$ cat src/rtl/usb_upload_pkg.sv
// usb_upload_pkg: shared encodings and defaults for the USB CDC upload arbiter.
package usb_upload_pkg;
  typedef enum logic {IDLE = 1'b0, XFER = 1'b1} state_t;
  localparam int SRC_CMD = 0;
  localparam int SRC_UART = 1;
  localparam int SRC_BUS = 2;
  localparam int SRC_DSM = 3;
  localparam int DEF_MAX_PKT_LEN = 256;
  localparam int DEF_IDLE_TIMEOUT = 1024;
endpackage

$ cat src/rtl/usb_upload_rr_pick.sv
// rr_pick: combinational round-robin picker, first set request at or after ptr.
module rr_pick #(
  parameter int N = 4
) (
  input  logic [N-1:0]         req,
  input  logic [$clog2(N)-1:0] ptr,
  output logic                 any,
  output logic [$clog2(N)-1:0] idx
);
  localparam int W = $clog2(N);
  always_comb begin
    int j;
    j = 0;
    any = |req;
    idx = '0;
    // walk backwards so the candidate closest to ptr is written last
    for (int k = N - 1; k >= 0; k--) begin
      j = int'(ptr) + k;
      j = (j >= N) ? j - N : j;
      if (req[j]) idx = W'(j);
    end
  end
endmodule

$ cat src/rtl/usb_upload_arbiter.sv
// usb_upload_arbiter: packet-level round-robin share of the USB CDC upload byte path.
module usb_upload_arbiter
  import usb_upload_pkg::*;
#(
  parameter int NUM_SRC = 4,
  parameter int MAX_PKT_LEN = DEF_MAX_PKT_LEN,
  parameter int IDLE_TIMEOUT = DEF_IDLE_TIMEOUT
) (
  input  logic                       clk,
  input  logic                       rst,
  input  logic [NUM_SRC*8-1:0]       src_data,
  input  logic [NUM_SRC-1:0]         src_valid,
  input  logic [NUM_SRC-1:0]         src_last,
  output logic [NUM_SRC-1:0]         src_ready,
  output logic [7:0]                 up_data,
  output logic                       up_valid,
  input  logic                       up_afull,
  output logic [$clog2(NUM_SRC)-1:0] grant_idx,
  output logic                       busy,
  output logic                       err_timeout,
  output logic                       err_overlen
);
  localparam int IW = $clog2(NUM_SRC);
  localparam int LW = $clog2(MAX_PKT_LEN + 1);
  localparam int TW = $clog2(IDLE_TIMEOUT + 1);
  state_t state;
  logic [IW-1:0] rr_ptr, pick_idx;
  logic pick_any, g_valid, g_last, hs;
  logic [7:0] g_data;
  logic [LW-1:0] len_cnt;
  logic [TW-1:0] idle_cnt;
  rr_pick #(.N(NUM_SRC)) u_pick (
    .req(src_valid),
    .ptr(rr_ptr),
    .any(pick_any),
    .idx(pick_idx)
  );
  assign g_valid = src_valid[grant_idx];
  assign g_last = src_last[grant_idx];
  assign g_data = src_data[{grant_idx, 3'b000} +: 8];
  assign busy = state == XFER;
  assign hs = busy && g_valid && !up_afull;
  always_comb begin
    src_ready = '0;
    src_ready[grant_idx] = busy && !up_afull;
  end
  always_ff @(posedge clk) begin
    if (rst) begin
      state <= IDLE;
      rr_ptr <= '0;
      grant_idx <= '0;
      len_cnt <= '0;
      idle_cnt <= '0;
      up_data <= '0;
      up_valid <= 1'b0;
      err_timeout <= 1'b0;
      err_overlen <= 1'b0;
    end else begin
      up_valid <= hs;
      err_timeout <= 1'b0;
      err_overlen <= 1'b0;
      if (hs) up_data <= g_data;
      if (state == IDLE) begin
        if (pick_any) begin
          state <= XFER;
          grant_idx <= pick_idx;
          rr_ptr <= (pick_idx == IW'(NUM_SRC - 1)) ? '0 : pick_idx + 1'b1;
          len_cnt <= '0;
          idle_cnt <= '0;
        end
      end else if (hs) begin
        len_cnt <= len_cnt + 1'b1;
        idle_cnt <= '0;
        // an explicit last wins over the length guard on the same byte
        if (g_last) state <= IDLE;
        else if (len_cnt == LW'(MAX_PKT_LEN - 1)) begin
          state <= IDLE;
          err_overlen <= 1'b1;
        end
      end else if (!g_valid && !up_afull) begin
        idle_cnt <= idle_cnt + 1'b1;
        if (idle_cnt == TW'(IDLE_TIMEOUT - 1)) begin
          state <= IDLE;
          err_timeout <= 1'b1;
        end
      end
    end
  end
endmodule

$ cat config.mk
export PLATFORM = sky130hd
export DESIGN_NAME = usb_upload_arbiter
export DESIGN_NICKNAME = d
export VERILOG_FILES = /design/src/rtl/usb_upload_pkg.sv /design/src/rtl/usb_upload_rr_pick.sv /design/src/rtl/usb_upload_arbiter.sv
export SDC_FILE = /design/constraint.sdc
export NUM_CORES = 1
export LEC_CHECK = 0
export CAP_MARGIN = 10
export CORE_UTILIZATION = 41
export CTS_CLUSTER_DIAMETER = 120
export DETAILED_ROUTE_END_ITERATION = 10
export PLACE_DENSITY = 0.74
export SLEW_MARGIN = 0
export SYNTH_ARGS = -nofsm -noshare
export SYNTH_HDL_FRONTEND = slang
export SYNTH_SLANG_ARGS = --single-unit
$ cat constraint.sdc
create_clock -name clk -period 4.4 [get_ports clk]
set_clock_uncertainty 0.2 [all_clocks]
set_input_delay 0.88 -clock clk [delete_from_list [all_inputs] [get_ports clk]]
set_output_delay 0.88 -clock clk [all_outputs]
set_load 0.02 [all_outputs]
Word level (Yosys, flattened, before mapping):

Index checks and enable logic that the tools add are counted.

* bits in registers: 36
* input port bits: 43
* output and inout bits: 18
* word-level logic and storage cells: 96

* add/subtract/negate cells: 10
* order comparisons: 10
* eq/ne operators: 5
* shift-type cells: 1
* muxes and demuxes: 43
* bitwise gates (word level): 4
* reductions and logical operators: 14

Operator list (number)
* 32-bit by 4-bit < comparator with 1-bit output, second input constant: 4
* 32-bit 2-to-1 mux: 4
* 32-bit by 4-bit >= comparator with 1-bit output, second input constant: 3
* 32-bit by 4-bit subtractor with 32-bit output, second input constant: 3
* 11-bit 2-to-1 mux: 4
* 32-bit by 6-bit indexed part select with 8-bit output: 1
* 9-bit 2-to-1 mux: 3
* 1-bit 2-to-1 mux: 20
* 1-bit binary-select mux with 2-bit select: 6
* 4-bit OR reduction: 3
* 11-bit by 1-bit adder with 11-bit output, second input constant: 1
* 11-bit by 10-bit == test with 1-bit output, second input constant: 1
* 2-bit 2-to-1 mux: 5
* 9-bit by 1-bit adder with 9-bit output, second input constant: 1
* 9-bit by 8-bit == test with 1-bit output, second input constant: 1
* 2-bit by 2-bit adder with 3-bit output, second input constant: 2
* 2-bit AND reduction: 3
* 1-bit logical AND: 5
* 4-bit bitwise AND: 1
* 2-bit by 3-bit subtractor with 4-bit output, second input constant: 1
* 2-bit by 1-bit adder with 3-bit output, second input constant: 1
* 2-bit by 3-bit >= comparator with 1-bit output, second input constant: 1
* 2-bit by 3-bit < comparator with 1-bit output, second input constant: 1
* 3-bit by 1-bit != test with 1-bit output, second input constant: 1
* other kinds (8): 11

Longest topological paths before layout:

* depth after elaboration: 12
* gate-level depth with buffers: 8

Hierarchy:

Synthesis repeated with hierarchy kept, for this count alone.

* cells, all modules: 220
* area total of the unflattened synthesis: 1939.4 sq um

Modules (own cells, without submodules)
* usb_upload_arbiter: times used 1, cells each 207, area an instance 1861.8 sq um, seq. area each 720.7 sq um
* rr_pick: times used 1, cells each 13, area an instance 77.6 sq um, seq. area each 0.0 sq um

Worst setup path before layout:

No wires, ideal clock.

* kind: input -> output
* start: input up_afull
* end: output src_ready[2]
* data arrival time: 1.661 ns
* path slack: 1.659 ns
* stages: 2
* buffers on the path: 0
* path through: nand2b_1 nor3b_1

* word-level cells in the longest chain between the ends: 3

RTL lines
* start, declared: RTL line usb_upload_arbiter.sv:17 `input logic up_afull,`
* 1-bit logical NOT: RTL line usb_upload_arbiter.sv:45 `src_ready[grant_idx] = busy && !up_afull;`
* 1-bit logical AND: RTL line usb_upload_arbiter.sv:45
* 4-bit bitwise AND (no source line)
* end, declared: RTL line usb_upload_arbiter.sv:14 `output logic [NUM_SRC-1:0] src_ready,`

Every way passes these cells.

Worst setup path after layout:

Ends and elaborated chain as after synthesis.

==> results.txt <==
setup repair after global routing missed its margin -> false
IO Count -> 61
number of clock buffers inserted by TritonCTS -> 5
mean number of vias per cell -> 5.28
arrival time at the worst endpoint -> 2.60 ns
global-route track usage on met1 -> 0.237
number of rows in the core area -> 25
post-layout net count -> 317
path depth of the worst reg2reg path -> 4
kind of critical path -> in -> out
share of final-layout standard cells stronger than drive strength 1 -> 0.0959
insertion delay of the later-clocked pin in the worst-skew pair -> 0.29 ns
required time of the critical path -> 3.32 ns
first-pass GRT wire length -> 7.73 mm
count of maximum capacitance violations -> 0
routed wirelength normalized by instance count -> 13.9 um
per-instance average area after synthesis -> 9.31 um2
Async SR Flop Fraction -> 0
Min-Delay Path Depth -> 2
clock root buffer -> sky130_fd_sc_hd__clkbuf_8
kind of end point of the critical path -> output port
Chip Height -> 72.1 um
number of hold buffers added after CTS -> 0
top flip-flop cell by instance count after synthesis -> sky130_fd_sc_hd__dfxtp_1
global placer's final weighted congestion -> 0.800
full die area -> 0.00519 mm2
largest driver fanout on the critical path -> 5
Die Span X -> 72.1 um
final setup TNS -> 0 ns
power density over cell area -> 364 mW/mm2
period utilisation layout -> 0.836
clock slew at the register clock pins of the worst setup and hold paths -> 0.06 ns
total core area -> 0.00472 mm2
worst hold path type -> reg -> reg
wire length after detailed routing -> 4.71 mm
post-synthesis sequential area ratio -> 0.358
Setup violations, final -> 0
time the final worst path needs with I/O delays and setup -> 3.68 ns
Worst path most repeated cell -> sky130_fd_sc_hd__clkdlybuf4s50_1
Top delay family on crit path -> buffers and inverters
maximum ir drop on the vdd rail -> 169 uV
Residual DRC -> 0
number of synthesized flops with an enable pin -> 0
largest stage delay on the critical path -> 0.64 ns
Critical Path Source Type -> primary input
Area growth syn-to-layout -> 34.8%
via count of the first global-routing pass -> 1725
highest clock frequency the design can meet -> 272 MHz
Bufs on Longest Clock Path -> 2
power consumption -> 0.988 mW
count of endpoints failing hold in the final timing report -> 0
library cells used by synthesis -> 46
number of DRC markers after the initial detailed-route iteration -> 98
Post-Syn Instances -> 216
most utilized layer in the global route result -> met2
Leak Pwr -> 0.939 nW
worst relative slew slack -> 0.423
count of port buffers added during placement -> 60
aggregate global-route resource usage -> 0.193
cell chain of the critical path -> clkdlybuf4s50_1, nand2b_1, nor3b_1, clkdlybuf4s50_1
total number of vias -> 1783
max-slew violation count -> 0
buffers and inverters on the worst path -> 2
post-cts sizing count -> 0
area of the mapped netlist -> 0.00201 mm2
filler cell count -> 424
number of H-tree levels -> 2
number of flip-flops and latches in the synthesized netlist -> 36
cell type of the slowest stage on the worst timing path -> sky130_fd_sc_hd__clkdlybuf4s50_1
largest net degree at the start of global routing -> 23
number of antenna repair diodes -> 0
sinks on the clock net -> 36
post-synth net total -> 263
routing usage on met2 -> 0.319
number of antenna violations at the first check in global routing -> 0
outcome -> finished, final reports clean
leftover overflow at the end of global routing -> 0
Antenna Nets Post-Route -> 0
actual slew at the worst max-slew pin -> 0.863 ns
critical path depth -> 4
met3 usage -> 0.0417
Synthesis Warnings -> 0
Initial Utilization -> 0.426
setup fix buffers added after clock tree synthesis -> 0
DP HPWL -> 3.53 mm
clock tree from TritonCTS -> done
number of optimization iterations in the first detailed-route pass -> 4
cells in the final DEF (no fill, tap or decap), types with 2 or more instances in the layout:
master                            Yosys  layout
sky130_fd_sc_hd__nand2b_1             4       4
sky130_fd_sc_hd__o31ai_1              3       3
sky130_fd_sc_hd__clkdlybuf4s50_1      0      60
sky130_fd_sc_hd__clkinv_2             0       2
sky130_fd_sc_hd__a22o_1               3       3
sky130_fd_sc_hd__xor2_1              11      11
sky130_fd_sc_hd__o2111ai_1            2       2
sky130_fd_sc_hd__nand4_1              6       6
sky130_fd_sc_hd__dfxtp_1             36      36
sky130_fd_sc_hd__nand2_1             28      28
sky130_fd_sc_hd__o21ai_0              2       2
sky130_fd_sc_hd__nor2_1              21      21
sky130_fd_sc_hd__nor3b_1              2       2
sky130_fd_sc_hd__nand3_1              5       5
sky130_fd_sc_hd__inv_1                3       3
sky130_fd_sc_hd__and3_1               6       6
sky130_fd_sc_hd__mux4_2              10      10
sky130_fd_sc_hd__o211ai_1             2       2
sky130_fd_sc_hd__clkbuf_8             0       6
sky130_fd_sc_hd__or4_1                4       4
sky130_fd_sc_hd__nor3_1               3       3
sky130_fd_sc_hd__and2_1               5       5
sky130_fd_sc_hd__nor2b_1              2       2
sky130_fd_sc_hd__ha_1                 4       4
sky130_fd_sc_hd__a21oi_1             20      20
final cells by class:
class / instances / area (um2) / share of cell area
clock buffer: 6 / 82.6 / 0.0305
clock inverter: 2 / 10.0 / 0.00369
inverter: 3 / 11.3 / 0.00415
multi-input combinational: 163 / 1190 / 0.441
sequential: 36 / 721 / 0.266
tap: 67 / 83.8 / 0.0309
timing repair buffer: 61 / 608 / 0.224
final timing paths:
| check | slack, ns | start | endpoint |
|---|---|---|---|
| worst max-delay path | 0.72 | up_afull | src_ready[2] |
| worst min-delay path | 0.25 | up_data[3]$_SDFFE_PP0P_ | up_data[3]$_SDFFE_PP0P_ |
| worst max register to register | 1.93 | grant_idx[1]$_SDFFE_PP0P_ | len_cnt[0]$_SDFFE_PP0P_ |
| worst min register to register | 0.25 | up_data[3]$_SDFFE_PP0P_ | up_data[3]$_SDFFE_PP0P_ |
flip-flops by register name, indices dropped and copies added, names as in the netlist:
| register | flops |
|---|---|
| busy | 1 |
| err_overlen | 1 |
| err_timeout | 1 |
| grant_idx | 2 |
| idle_cnt | 11 |
| len_cnt | 9 |
| rr_ptr | 2 |
| up_data | 8 |
| up_valid | 1 |
where the power goes:
group | internal (mW) | switching (mW)
clock | 0.125 | 0.116
sequential | 0.354 | 0.0567
combinational | 0.167 | 0.170
total | 0.646 | 0.342
worst reg2reg max path: cells and delay by family (launching register included):
family           cells  cell delay [ns]
flip-flops           1             0.76
multiplexers         2             1.15
AND/OR/NAND/NOR      2             0.30
synth_stat cells (all sizes together) (3+ instances only):
master / number / area (um2)
buf: 9 / 66.3
nand4: 6 / 37.5
nand2: 29 / 125
o21ai: 3 / 26.3
inv: 3 / 11.3
ha: 4 / 50.1
dfxtp: 36 / 721
and2: 5 / 31.3
and3: 6 / 37.5
a21oi: 20 / 100
nor3b: 3 / 27.5
clkbuf: 5 / 18.8
nor2: 21 / 78.8
or4: 4 / 30.0
mux4: 10 / 225
xor2: 11 / 96.3
nor3: 4 / 31.3
nand2b: 4 / 25.0
nand3: 6 / 42.5
a22o: 3 / 26.3
o31ai: 3 / 22.5
routing by layer:
| layer | wire (um) | part of all wire | vias to the layer above |
|---|---|---|---|
| li1 | - | - | 894 |
| met1 | 2090 | 0.44 | 830 |
| met2 | 2320 | 0.49 | 48 |
| met3 | 187 | 0.040 | 11 |
| met4 | 112 | 0.024 | 0 |
| met5 | 0 | 0 | - |
cells by family (layout without fill, tap and decap cells):
family	Yosys count	count (layout)	share of synthesized area
AND/OR/NAND/NOR	96	96	0.269
AO/OA/AOI/OAI	40	40	0.129
multiplexers	12	12	0.123
buffers and inverters	17	72	0.0479
flip-flops	36	36	0.358
adder cells (fa/ha/maj)	4	4	0.0249
XOR/XNOR	11	11	0.0479
stage by stage:
step                area [um2]  utilization  instances  setup WS, ns  hold slack [ns]
finish                    2710        0.574        338         0.722            0.252
global route              2710        0.574        338         0.677            0.270
CTS                       2710        0.574        338         0.714            0.258
detailed placement        2620        0.554        330         0.713            0.249
global placement          2620        0.554        330         0.748            0.241
floorplan                 2010            -        216          1.66            0.245
Power figures use the tool's default switching activity.
